**src/rtl/msi_vector_arbiter.sv**
```systemverilog
// MSI vector scheduler: latches interrupt rising edges as pending bits, round-robin
// arbitrates them onto the core's msi_request/msi_grant handshake, or drives INTx in legacy mode.
module msi_vector_arbiter #(
    parameter int    SOURCES        = 8,
    parameter int    REPEAT_TIMEOUT = 65535,
    parameter string REPEAT_ENABLE  = "FALSE"
) (
    input  logic               clk,
    input  logic               rst,
    input  logic [SOURCES-1:0] intr_in,
    input  logic               msi_enable,
    input  logic [2:0]         msi_width,
    input  logic               msi_grant,
    output logic               msi_request,
    output logic [4:0]         msi_vector,
    output logic               intx_assert,
    output logic [SOURCES-1:0] pending
);

    localparam bit REP_ON = (REPEAT_ENABLE == "TRUE");

    typedef enum logic {
        ST_IDLE,
        ST_REQ
    } state_t;

    state_t             state_q;
    logic [SOURCES-1:0] prev_q;
    logic [SOURCES-1:0] pending_q;
    logic [SOURCES-1:0] pending_d;
    logic [SOURCES-1:0] rise;
    logic [SOURCES-1:0] clr;
    logic [SOURCES-1:0] rep_set;
    logic [4:0]         ptr_q;
    logic [4:0]         sel_q;
    logic [4:0]         vec_q;
    logic               req_q;
    logic               intx_q;
    logic               grant_hit;
    logic               found;
    logic [4:0]         pick;
    logic [2:0]         eff_width;
    logic [4:0]         mask;

    assign rise      = intr_in & ~prev_q;
    assign grant_hit = (state_q == ST_REQ) && msi_grant && msi_enable;
    assign eff_width = (msi_width > 3'd5) ? 3'd5 : msi_width;
    assign mask      = 5'((6'd1 << eff_width) - 6'd1);

    always_comb begin
        clr = '0;
        for (int i = 0; i < SOURCES; i++) begin
            clr[i] = grant_hit && (sel_q == 5'(i));
        end
    end

    // A rise in the grant cycle is ORed in after the clear, so it survives.
    always_comb begin
        if (!msi_enable) begin
            pending_d = '0;
        end else begin
            pending_d = (pending_q & ~clr) | rise | rep_set;
        end
    end

    // Lowest set bit at or above ptr_q, else lowest set bit overall (wraparound).
    always_comb begin
        found = 1'b0;
        pick  = 5'd0;
        for (int i = SOURCES - 1; i >= 0; i--) begin
            if (pending_q[i] && (5'(i) >= ptr_q)) begin
                found = 1'b1;
                pick  = 5'(i);
            end
        end
        if (!found) begin
            for (int i = SOURCES - 1; i >= 0; i--) begin
                if (pending_q[i]) begin
                    found = 1'b1;
                    pick  = 5'(i);
                end
            end
        end
    end

    always_ff @(posedge clk) begin
        if (rst) begin
            state_q   <= ST_IDLE;
            prev_q    <= '0;
            pending_q <= '0;
            ptr_q     <= 5'd0;
            sel_q     <= 5'd0;
            vec_q     <= 5'd0;
            req_q     <= 1'b0;
            intx_q    <= 1'b0;
        end else begin
            prev_q    <= intr_in;
            pending_q <= pending_d;
            if (!msi_enable) begin
                state_q <= ST_IDLE;
                req_q   <= 1'b0;
                intx_q  <= |intr_in;
            end else begin
                intx_q <= 1'b0;
                case (state_q)
                    ST_IDLE: begin
                        if (found) begin
                            sel_q   <= pick;
                            vec_q   <= pick & mask;
                            req_q   <= 1'b1;
                            state_q <= ST_REQ;
                        end
                    end
                    ST_REQ: begin
                        if (msi_grant) begin
                            req_q   <= 1'b0;
                            ptr_q   <= (sel_q == 5'(SOURCES - 1)) ? 5'd0 : sel_q + 5'd1;
                            state_q <= ST_IDLE;
                        end
                    end
                    default: state_q <= ST_IDLE;
                endcase
            end
        end
    end

    generate
        if (REP_ON) begin : g_rep
            localparam int TW = $clog2(REPEAT_TIMEOUT + 1);
            logic [TW-1:0] timer_q [SOURCES];

            // Counts cycles a source sits high but unpending; reaching the timeout re-raises it.
            always_ff @(posedge clk) begin
                for (int i = 0; i < SOURCES; i++) begin
                    if (rst) begin
                        timer_q[i] <= '0;
                    end else if (clr[i] || (timer_q[i] == TW'(REPEAT_TIMEOUT))) begin
                        timer_q[i] <= '0;
                    end else if (intr_in[i] && !pending_q[i]) begin
                        timer_q[i] <= timer_q[i] + TW'(1);
                    end
                end
            end

            always_comb begin
                rep_set = '0;
                for (int i = 0; i < SOURCES; i++) begin
                    rep_set[i] = (timer_q[i] == TW'(REPEAT_TIMEOUT));
                end
            end
        end else begin : g_norep
            assign rep_set = '0;
        end
    endgenerate

    assign msi_request = req_q;
    assign msi_vector  = vec_q;
    assign intx_assert = intx_q;
    assign pending     = pending_q;

endmodule

```
**config.mk**
```make
export PLATFORM = sky130hd
export DESIGN_NAME = msi_vector_arbiter
export DESIGN_NICKNAME = d
export VERILOG_FILES = /design/src/rtl/msi_vector_arbiter.sv
export SDC_FILE = /design/constraint.sdc
export NUM_CORES = 1
export LEC_CHECK = 0
export BUFFER_PORTS_ARGS = -buffer_cell sky130_fd_sc_hd__buf_2
export CORE_ASPECT_RATIO = 0.8
export CORE_MARGIN = 2
export CORE_UTILIZATION = 56
export CTS_BUF_LIST = sky130_fd_sc_hd__clkbuf_8
export DETAILED_ROUTE_END_ITERATION = 12
export HOLD_SLACK_MARGIN = 0.12
export PLACE_DENSITY = 0.82
export SLEW_MARGIN = 20
export SYNTH_ARGS = -nofsm -noshare
export SYNTH_HDL_FRONTEND = slang
export SYNTH_SLANG_ARGS = --single-unit
```
**constraint.sdc**
```tcl
create_clock -name clk -period 2.1 [get_ports clk]
set_input_delay 0 -clock clk [delete_from_list [all_inputs] [get_ports clk]]
set_output_delay 0 -clock clk [all_outputs]
set_load 0.05 [all_outputs]
```
==> flow_summary.yaml, run 1 <==
yosys:
  synth_edf_count: 0
  syn_inst: 178
  yosys.area_share.simple_pct: 27.48
  synth_area_per_cell_um2: 8.210
  ys_ff_latch: 29
  synth_common_cells: "dfxtp_1 (29), nor2_1 (21), a21oi_1 (20)"
  ys_top_cells_by_area: "dfxtp_1 (40%), a21oi_1 (6.8%), nor2b_1 (6.4%)"
  yosysMostFrequentCell: "dfxtp_1"
  seq_area_frac_synth_pct: 39.73
  synth-adder-area-share_pct: 5.993
  synth_xor_area_share_pct: 0.5993
  synth_flop_cell: "dfxtp_1"
  netlist_area_um2: 1461
  synth_top_family_by_area: "simple AND/OR/NAND/NOR gates"
  synthArstFlopShare_pct: 0
  synth-compound-area-share_pct: 19.52
  synth_top_area_cell: "dfxtp_1"
  synth_top_area_share_pct: 39.73
  ys_warn_count: 0
  synth.distinct_cells: 42
  muxShareOfSynthArea_pct: 0
clock_network:
  clk_pin_slew_worst_paths_ns: 0.06
  cts_tree: "done"
  post_cts_resized: 0
  cts_sinks: 29
  htree_levels: 2
  clockBufferDepth: 2
  worstSkewPairLatency_ns: 0.27
  root_buffer: "clkbuf_8"
  cts_buffers: 5
layout:
  area_growth_pct: 23.03
  nets: 237
  antenna_cells: 0
  final_core_util_pct: 73.02
  layout-drive-gt1-share_pct: 17.59
  fin_area_um2: 1798
  fillers: 200
drt:
  routed.top_layer: "met4"
  wl_met2_um: 1795
  drt-met1-wl_um: 1539
  wirelength_um: 3751
  ant_nets: 0
  wl_met3_um: 376
  viasPerCell: 5.845
  wire_per_inst_um: 14.88
  vias: 1473
  drt_iter0_drc: 193
  drt_pass1_iterations: 5
  drc_errors: 0
floorplan:
  rows: 16
  start_util_pct: 59.35
  die_h_um: 49.69
  dieArea_um2: 3037
  die_w_um: 61.12
  io_pins: 30
  coreArea_um2: 2462
setup_path:
  path_max_fanout: 9
  crit_family: "compound AO/OA/AOI/OAI gates"
  start_kind: "register"
  slowest_delay_ns: 0.50
  crit_required_ns: 2.29
  cp_cell_sequence: "a21boi_1 > o21ai_0 > inv_1 > a2111o_1 > o31ai_1"
  critPathKind: "reg -> reg"
  crit_buf_inv: 1
  endpoint_kind: "register"
  crit_slowest_cell: "dfxtp_1"
  arrival_ns: 2.00
sta:
  grt_setup_unrepaired: "no"
  fin_setup_tns_ns: 0
  finClkSkew_ns: 0.002855
  post-route-period-util_pct: 86.09
  layout_setup_ws_ns: 0.2922
  setup_viol: 0
  finalCriticalPeriod_ns: 1.808
  slew_violations: 0
  max_slew_margin_pct: 62.95
  final-hold-violation-count: 0
  max_freq_mhz: 553.1
  worst_pin_slew_ns: 0.5537
place:
  placed_area_um2: 1597
  pre_cts_ws_ns: 0.3426
  gp_congestion: 0.9103
  port-buffer-count: 27
  dp_hpwl_um: 2618
power:
  p_leak_nw: 0.7636
  finalPower_mw: 1.382
  p_per_area_nw_per_um2: 768.7
  ir_drop_mv: 0.5537
global_routing:
  overflow: 0
  antenna_found_initial: 0
  track_usage_pct: 27.43
  grt_pass1_vias: 1282
  grt_max_degree: 25
  grt_pass1_wl_um: 6127
flow_run:
  cap_violations: 0
outcome:
  status: "completed"
min_path:
  hp-class: "in -> reg"
## worst paths after layout
path              cells after the start                        from  slack (ns)                         end
hold / removal                        2                         rst        0.14       ptr_q[1]$_SDFFE_PP0P_
hold reg to reg                       2  msi_vector[2]$_SDFFE_PP0P_        0.48  msi_vector[2]$_SDFFE_PP0P_
setup reg to reg                      5       ptr_q[1]$_SDFFE_PP0P_        0.29  msi_vector[2]$_SDFFE_PP0P_
setup / recovery                      5       ptr_q[1]$_SDFFE_PP0P_        0.29  msi_vector[2]$_SDFFE_PP0P_
## layout by cell type (no fill, tap or decap), types with 3 or more instances in the layout
cell type      instances
ha_1                   7
dfxtp_1               29
inv_1                 12
o21ai_0                3
nand3b_1               3
clkbuf_8               7
nand3_1                7
dlygate4sd3_1         10
nand2_1               12
nor2b_1               15
buf_2                 27
nor2_1                21
nor4_1                 3
nor3b_1                3
a21oi_1               20
## routing by layer
layer,up-vias,GRT usage (%)
li1,694,-
met3,10,5.512
met4,0,7.971
met5,-,0
met2,89,43.09
met1,680,37.56
## sequential cells by signal, indices dropped and copies added, names as in the netlist
name / flops
msi_vector: 3
msi_request: 1
prev_q: 8
ptr_q: 4
pending: 8
intx_assert: 1
state_q: 1
sel_q: 3
## timing repair
| item | CTS | global route |
|---|---|---|
| hold buffers | 10 | 0 |
| endpoints found under the hold margin | 15 | 0 |
| buffers inserted | 0 | 0 |
## power breakdown
part           total (mW)  internal, mW  switching [mW]
sequential          0.614         0.582          0.0326
combinational       0.262        0.0976           0.165
clock               0.506         0.296           0.210
## kinds of logic (layout without fill, tap and decap cells)
group | Yosys count | in the layout
AOI/OAI and AO/OA | 44 | 44
xor gates and xnor gates | 1 | 1
adders and majority gates | 7 | 7
buffers and inverters | 20 | 57
DFF | 29 | 29
other | 1 | 2
and+or+nand+nor | 76 | 76
## worst register-to-register path: cells and delay by family (launching register included)
family | cells | cell delay, ns
buffers and inverters | 1 | 0.11
AO/OA/AOI/OAI | 4 | 1.12
flip-flops | 1 | 0.50
## stage by stage
| stage | instances | hold WS, ns |
|---|---|---|
| 6_report | 252 | 0.1365 |
| 2_1_floorplan | 179 | 0.07847 |
| 4_1_cts | 252 | 0.1252 |
| 5_1_grt | 252 | 0.1479 |
| 3_3_place_gp | 234 | 0.2356 |
| 3_5_place_dp | 234 | 0.2505 |
## area by class of cell
cell class / instances / area (um2) / share of cell area, %
multi-input cells: 130 / 790.8 / 43.98
clock buffers: 7 / 96.34 / 5.358
well taps: 36 / 45.04 / 2.505
clock inverters: 1 / 5.005 / 0.2784
inverters: 12 / 45.04 / 2.505
flip-flops and latches: 29 / 580.6 / 32.29
repair buffers: 37 / 235.2 / 13.08
Power figures use the tool's default switching activity.
==> run 2: changes to the inputs <==
Settings changed: CORE_UTILIZATION 56 to 60, PLACE_DENSITY 0.82 to 0.87.
Clock period 2.1 ns to 2.3 ns, I/O delays scaled along.
==> flow_summary.yaml, run 2 (synthesis gave the netlist of run 1 again) <==
global_routing:
  top_usage_layer: "met2"
  track_usage_pct: 32.90
  overflow: 0
  grt_max_degree: 25
  antenna_found_initial: 0
  grtUsageMet2_pct: 56.22
  grt_pass1_vias: 1410
  grt_pass1_wl_um: 6644
  grt.met3_usage_pct: 10.08
  use_met1_pct: 39.80
sta:
  grt_setup_unrepaired: "no"
  max_slew_margin_pct: 63.61
  max_freq_mhz: 506.0
  finClkSkew_ns: 0.005355
  final-hold-violation-count: 0
  whs_ns: 0.1531
  fin_setup_tns_ns: 0
  post-route-period-util_pct: 85.93
  slew_violations: 0
  finalCriticalPeriod_ns: 1.976
  worst_pin_slew_ns: 0.5438
  setup_viol: 0
drt:
  drt_iter0_drc: 129
  drc_errors: 0
  drt_pass1_iterations: 5
  vias: 1522
  wirelength_um: 4095
  viasPerCell: 6.263
  wire_per_inst_um: 16.85
  ant_nets: 0
layout:
  fillers: 158
  layout-drive-gt1-share_pct: 16.06
  antenna_cells: 0
  final_cell_mix: "dfxtp_1 (29), buf_2 (27), nor2_1 (21)"
  final_common_cell: "dfxtp_1"
  multi_input_area_um2: 790.8
  regArea_um2: 580.6
  final_core_util_pct: 79.83
  area_growth_pct: 22.00
  final_cells: 243
  nets: 239
floorplan:
  die_h_um: 48.14
  die_w_um: 59.18
  rows: 15
  start_util_pct: 65.43
  io_pins: 30
  coreArea_um2: 2233
  dieArea_um2: 2849
setup_path:
  arrival_ns: 2.16
  slowest_delay_ns: 0.49
  crit_slowest_cell: "dfxtp_1"
  path_max_fanout: 9
  endpoint_kind: "register"
  start_kind: "register"
  crit_required_ns: 2.48
  cp_cell_sequence: "a21boi_1 > o21ai_0 > inv_1 > a2111o_1 > o31ai_1"
  critPathKind: "reg -> reg"
flow_run:
  cap_violations: 0
outcome:
  status: "completed"
clock_network:
  cts_buffers: 5
  clk_pin_slew_worst_paths_ns: 0.06
  htree_levels: 2
  post_cts_resized: 0
  worstSkewPairLatency_ns: 0.28
  hold_buffers: 12
  root_buffer: "clkbuf_8"
  clockBufferDepth: 2
  post_cts.repair.setup_buffers: 0
  cts_tree: "done"
  cts_sinks: 29
power:
  p_comb_share_pct: 20.6
  p_per_area_nw_per_um2: 673.6
  p_clk_share_pct: 32.6
  switching_power_uw: 376.6
  seq_power_share_pct: 46.8
  p_int_uw: 824.3
  finalPower_mw: 1.201
  p_leak_nw: 0.7710
  sw_frac_of_total_pct: 31.36
  ir_drop_mv: 0.5367
place:
  gp_congestion: 0.9036
  dp_hpwl_um: 2765
  port-buffer-count: 27
  dp.cells: 223
min_path:
  hp-class: "in -> reg"
run 2: per-layer routing:
layer  up-vias  part of all wire [%]
li1        696                     -
met1       706                    41
met2        98                    47
met3        22                   9.6
met4         0                   3.2
met5         -                     0
run 2: metrics by stage:
stage	setup WS (ns)	cell area, um2
3_5_place_dp	0.4508	1583
3_3_place_gp	0.6163	1583
2_1_floorplan	0.3720	1465
6_report	0.3236	1783
4_1_cts	0.3655	1783
5_1_grt	0.2736	1783
run 2: cell type report:
class,count,area share (%)
well taps,25,1.754
clock inverters,3,0.6316
repair buffers,39,14.32
inverters,12,2.526
clock buffers,5,3.860
multi-input cells,130,44.35
flip-flops and latches,29,32.56
run 2: critical path: cells and delay by family, from the launching register on:
kind,cells,cell delay [ns]
AOI/OAI and AO/OA,4,1.26
DFF,1,0.49
buffers and inverters,1,0.12
run 2: worst paths after layout:
kind / depth (start not counted) / start / slack [ns] / end
worst min register to register: 3 / prev_q[3]$_SDFF_PP0_ / 0.50 / pending[3]$_SDFF_PP0_
worst max register to register: 5 / ptr_q[1]$_SDFFE_PP0P_ / 0.32 / msi_vector[2]$_SDFFE_PP0P_
worst max-delay path: 5 / ptr_q[1]$_SDFFE_PP0P_ / 0.32 / msi_vector[2]$_SDFFE_PP0P_
worst min-delay path: 4 / msi_width[1] / 0.15 / msi_vector[2]$_SDFFE_PP0P_
run 2: power by group through the flow:
stage	sequential, mW	clock [mW]	combinational, mW
final	0.562	0.391	0.247
after global placement	0.569	0	0.218
after detailed placement	0.571	0	0.223
after global routing	0.564	0.406	0.269
after CTS	0.560	0.386	0.241
after floorplan	0.607	0	0.127
==> run 3: changes to the inputs <==
Settings changed: ABC_AREA set to 1.
==> flow_summary.yaml, run 3 <==
floorplan:
  rows: 15
  die_w_um: 59.16
  dieArea_um2: 2847
  die_h_um: 48.13
  coreArea_um2: 2233
  io_pins: 30
  start_util_pct: 65.38
global_routing:
  overflow: 0
  grt_pass1_vias: 1345
  antenna_found_initial: 0
  grt_max_degree: 21
  grt_pass1_wl_um: 6009
  track_usage_pct: 30.09
setup_path:
  endpoint_kind: "register"
  cp_cell_sequence: "nor2_1 > inv_2 > nor2_1 > nand3_1 > nand2_1 > nor2_2 > nand2_1 > nor4_2 > o21ai_1 > or2_1 > a21oi_2"
  start_kind: "register"
  crit_required_ns: 2.52
  slowest_delay_ns: 0.43
  critPathKind: "reg -> reg"
  path_max_fanout: 6
  crit_slowest_cell: "dfxtp_1"
  arrival_ns: 2.07
clock_network:
  root_buffer: "clkbuf_8"
  htree_levels: 2
  clockBufferDepth: 2
  clk_pin_slew_worst_paths_ns: 0.06
  cts_buffers: 5
  worstSkewPairLatency_ns: 0.28
  cts_sinks: 29
  post_cts.repair.setup_buffers: 0
  cts_tree: "done"
place:
  placed_area_um2: 1612
  dp_hpwl_um: 2484
  port-buffer-count: 27
  gp_congestion: 0.9313
yosys:
  ys_warn_count: 0
  synth_common_cells: "nor2_1 (42), nand2_1 (39), dfxtp_1 (29)"
  netlist_area_um2: 1460
  ys_ff_latch: 29
  synth_top_area_share_pct: 39.76
  yosysMostFrequentCell: "nor2_1"
  synth_edf_count: 0
  synthArstFlopShare_pct: 0
  synth_area_per_cell_um2: 6.920
  seq_area_frac_synth_pct: 39.76
  syn_inst: 211
  synth.distinct_cells: 27
  synth_flop_cell: "dfxtp_1"
  ys_top_cells_by_area: "dfxtp_1 (40%), nor2_1 (11%), nand2_1 (10%)"
  synth_top_area_cell: "dfxtp_1"
sta:
  post-route-period-util_pct: 80.55
  finClkSkew_ns: 0.005232
  fin_setup_tns_ns: 0
  setup_viol: 0
  final-hold-violation-count: 0
  finalCriticalPeriod_ns: 1.853
  grt_setup_unrepaired: "no"
  max_freq_mhz: 539.7
  slew_violations: 0
power:
  p_leak_nw: 0.9210
  finalPower_mw: 1.206
  ir_drop_mv: 0.4603
  p_per_area_nw_per_um2: 660.9
drt:
  wire_per_inst_um: 13.71
  drt_iter0_drc: 77
  ant_nets: 0
  drc_errors: 0
  viasPerCell: 5.396
  vias: 1511
  wirelength_um: 3839
  drt_pass1_iterations: 4
layout:
  antenna_cells: 0
  area_growth_pct: 25.02
  nets: 278
  final_cell_mix: "nor2_1 (42), nand2_1 (39), dfxtp_1 (29)"
  layout-drive-gt1-share_pct: 19.61
  fin_area_um2: 1826
  final_common_cell: "nor2_1"
flow_run:
  cap_violations: 0
outcome:
  status: "completed"
min_path:
  hp-class: "in -> reg"
run 3: cell count changes after synthesis, moves of 7 or more:
cell,change
a21oi_1,-7
inv_1,+15
inv_2,+7
nand2_1,+27
nor2_1,+21
nor2b_1,-15
run 3: worst max-delay path: cells and delay by family (launching register included):
kind	cells	cell delay, ns
buffers and inverters	1	0.06
DFF	1	0.43
AOI/OAI and AO/OA	2	0.27
and+or+nand+nor	8	1.03
run 3: metal layers:
layer  vias to the layer above  GRT usage [%]  share of wire [%]
li1                        750              -                  -
met1                       695          37.58                 46
met2                        53          49.78                 45
met3                        13          7.958                6.2
met4                         0          14.55                2.6
met5                         -              0                  0
run 3: cell families after synthesis:
kind of cell / share of synthesized area (%)
AO/OA/AOI/OAI: 12.00
XOR/XNOR: 0.5999
adder cells (fa/ha/maj): 5.998
buffers and inverters: 10.54
AND/OR/NAND/NOR: 30.85
flip-flops: 39.76
other: 0.2568
run 3: repair_timing:
| item | in CTS | in global routing |
|---|---|---|
| hold endpoints to repair | 17 | 0 |
| hold buffers | 14 | 0 |
| gates resized for setup | 0 | 0 |
run 3: area by class of cell:
cell class	instances	area (um2)
timing repair buffer	42	282.8
tap	25	31.28
sequential	29	580.6
clock buffer	5	68.82
multi-input combinational	144	729.5
fill	139	407.9
clock inverter	1	5.005
inverter	34	127.6
run 3: stage by stage:
stage / std cells / worst slack [ns] / util [%] / hold WS (ns)
after global placement: 260 / 0.6107 / 72.16 / 0.1919
after global routing: 280 / 0.3286 / 81.74 / 0.1561
final: 280 / 0.4473 / 81.74 / 0.1338
after floorplan: 212 / 0.4383 / - / 0.07847
after detailed placement: 260 / 0.5830 / 72.16 / 0.1910
after CTS: 280 / 0.5642 / 81.74 / 0.1225
run 3: report_power, final:
group | switching (mW) | total (mW) | leakage (nW) | internal [mW]
Combinational | 0.183 | 0.271 | 0.643 | 0.0890
Sequential | 0.0207 | 0.551 | 0.238 | 0.530
Clock | 0.186 | 0.384 | 0.0399 | 0.198
Total | 0.389 | 1.21 | 0.921 | 0.817
run 3: final timing paths:
check,slack [ns],cells past startpoint,to,from
max,0.45,11,msi_vector[1]$_SDFFE_PP0P_,ptr_q[3]$_SDFFE_PP0P_
min reg2reg,0.48,2,msi_vector[2]$_SDFFE_PP0P_,msi_vector[2]$_SDFFE_PP0P_
min,0.13,2,prev_q[0]$_SDFF_PP0_,rst
max reg2reg,0.45,11,msi_vector[1]$_SDFFE_PP0P_,ptr_q[3]$_SDFFE_PP0P_
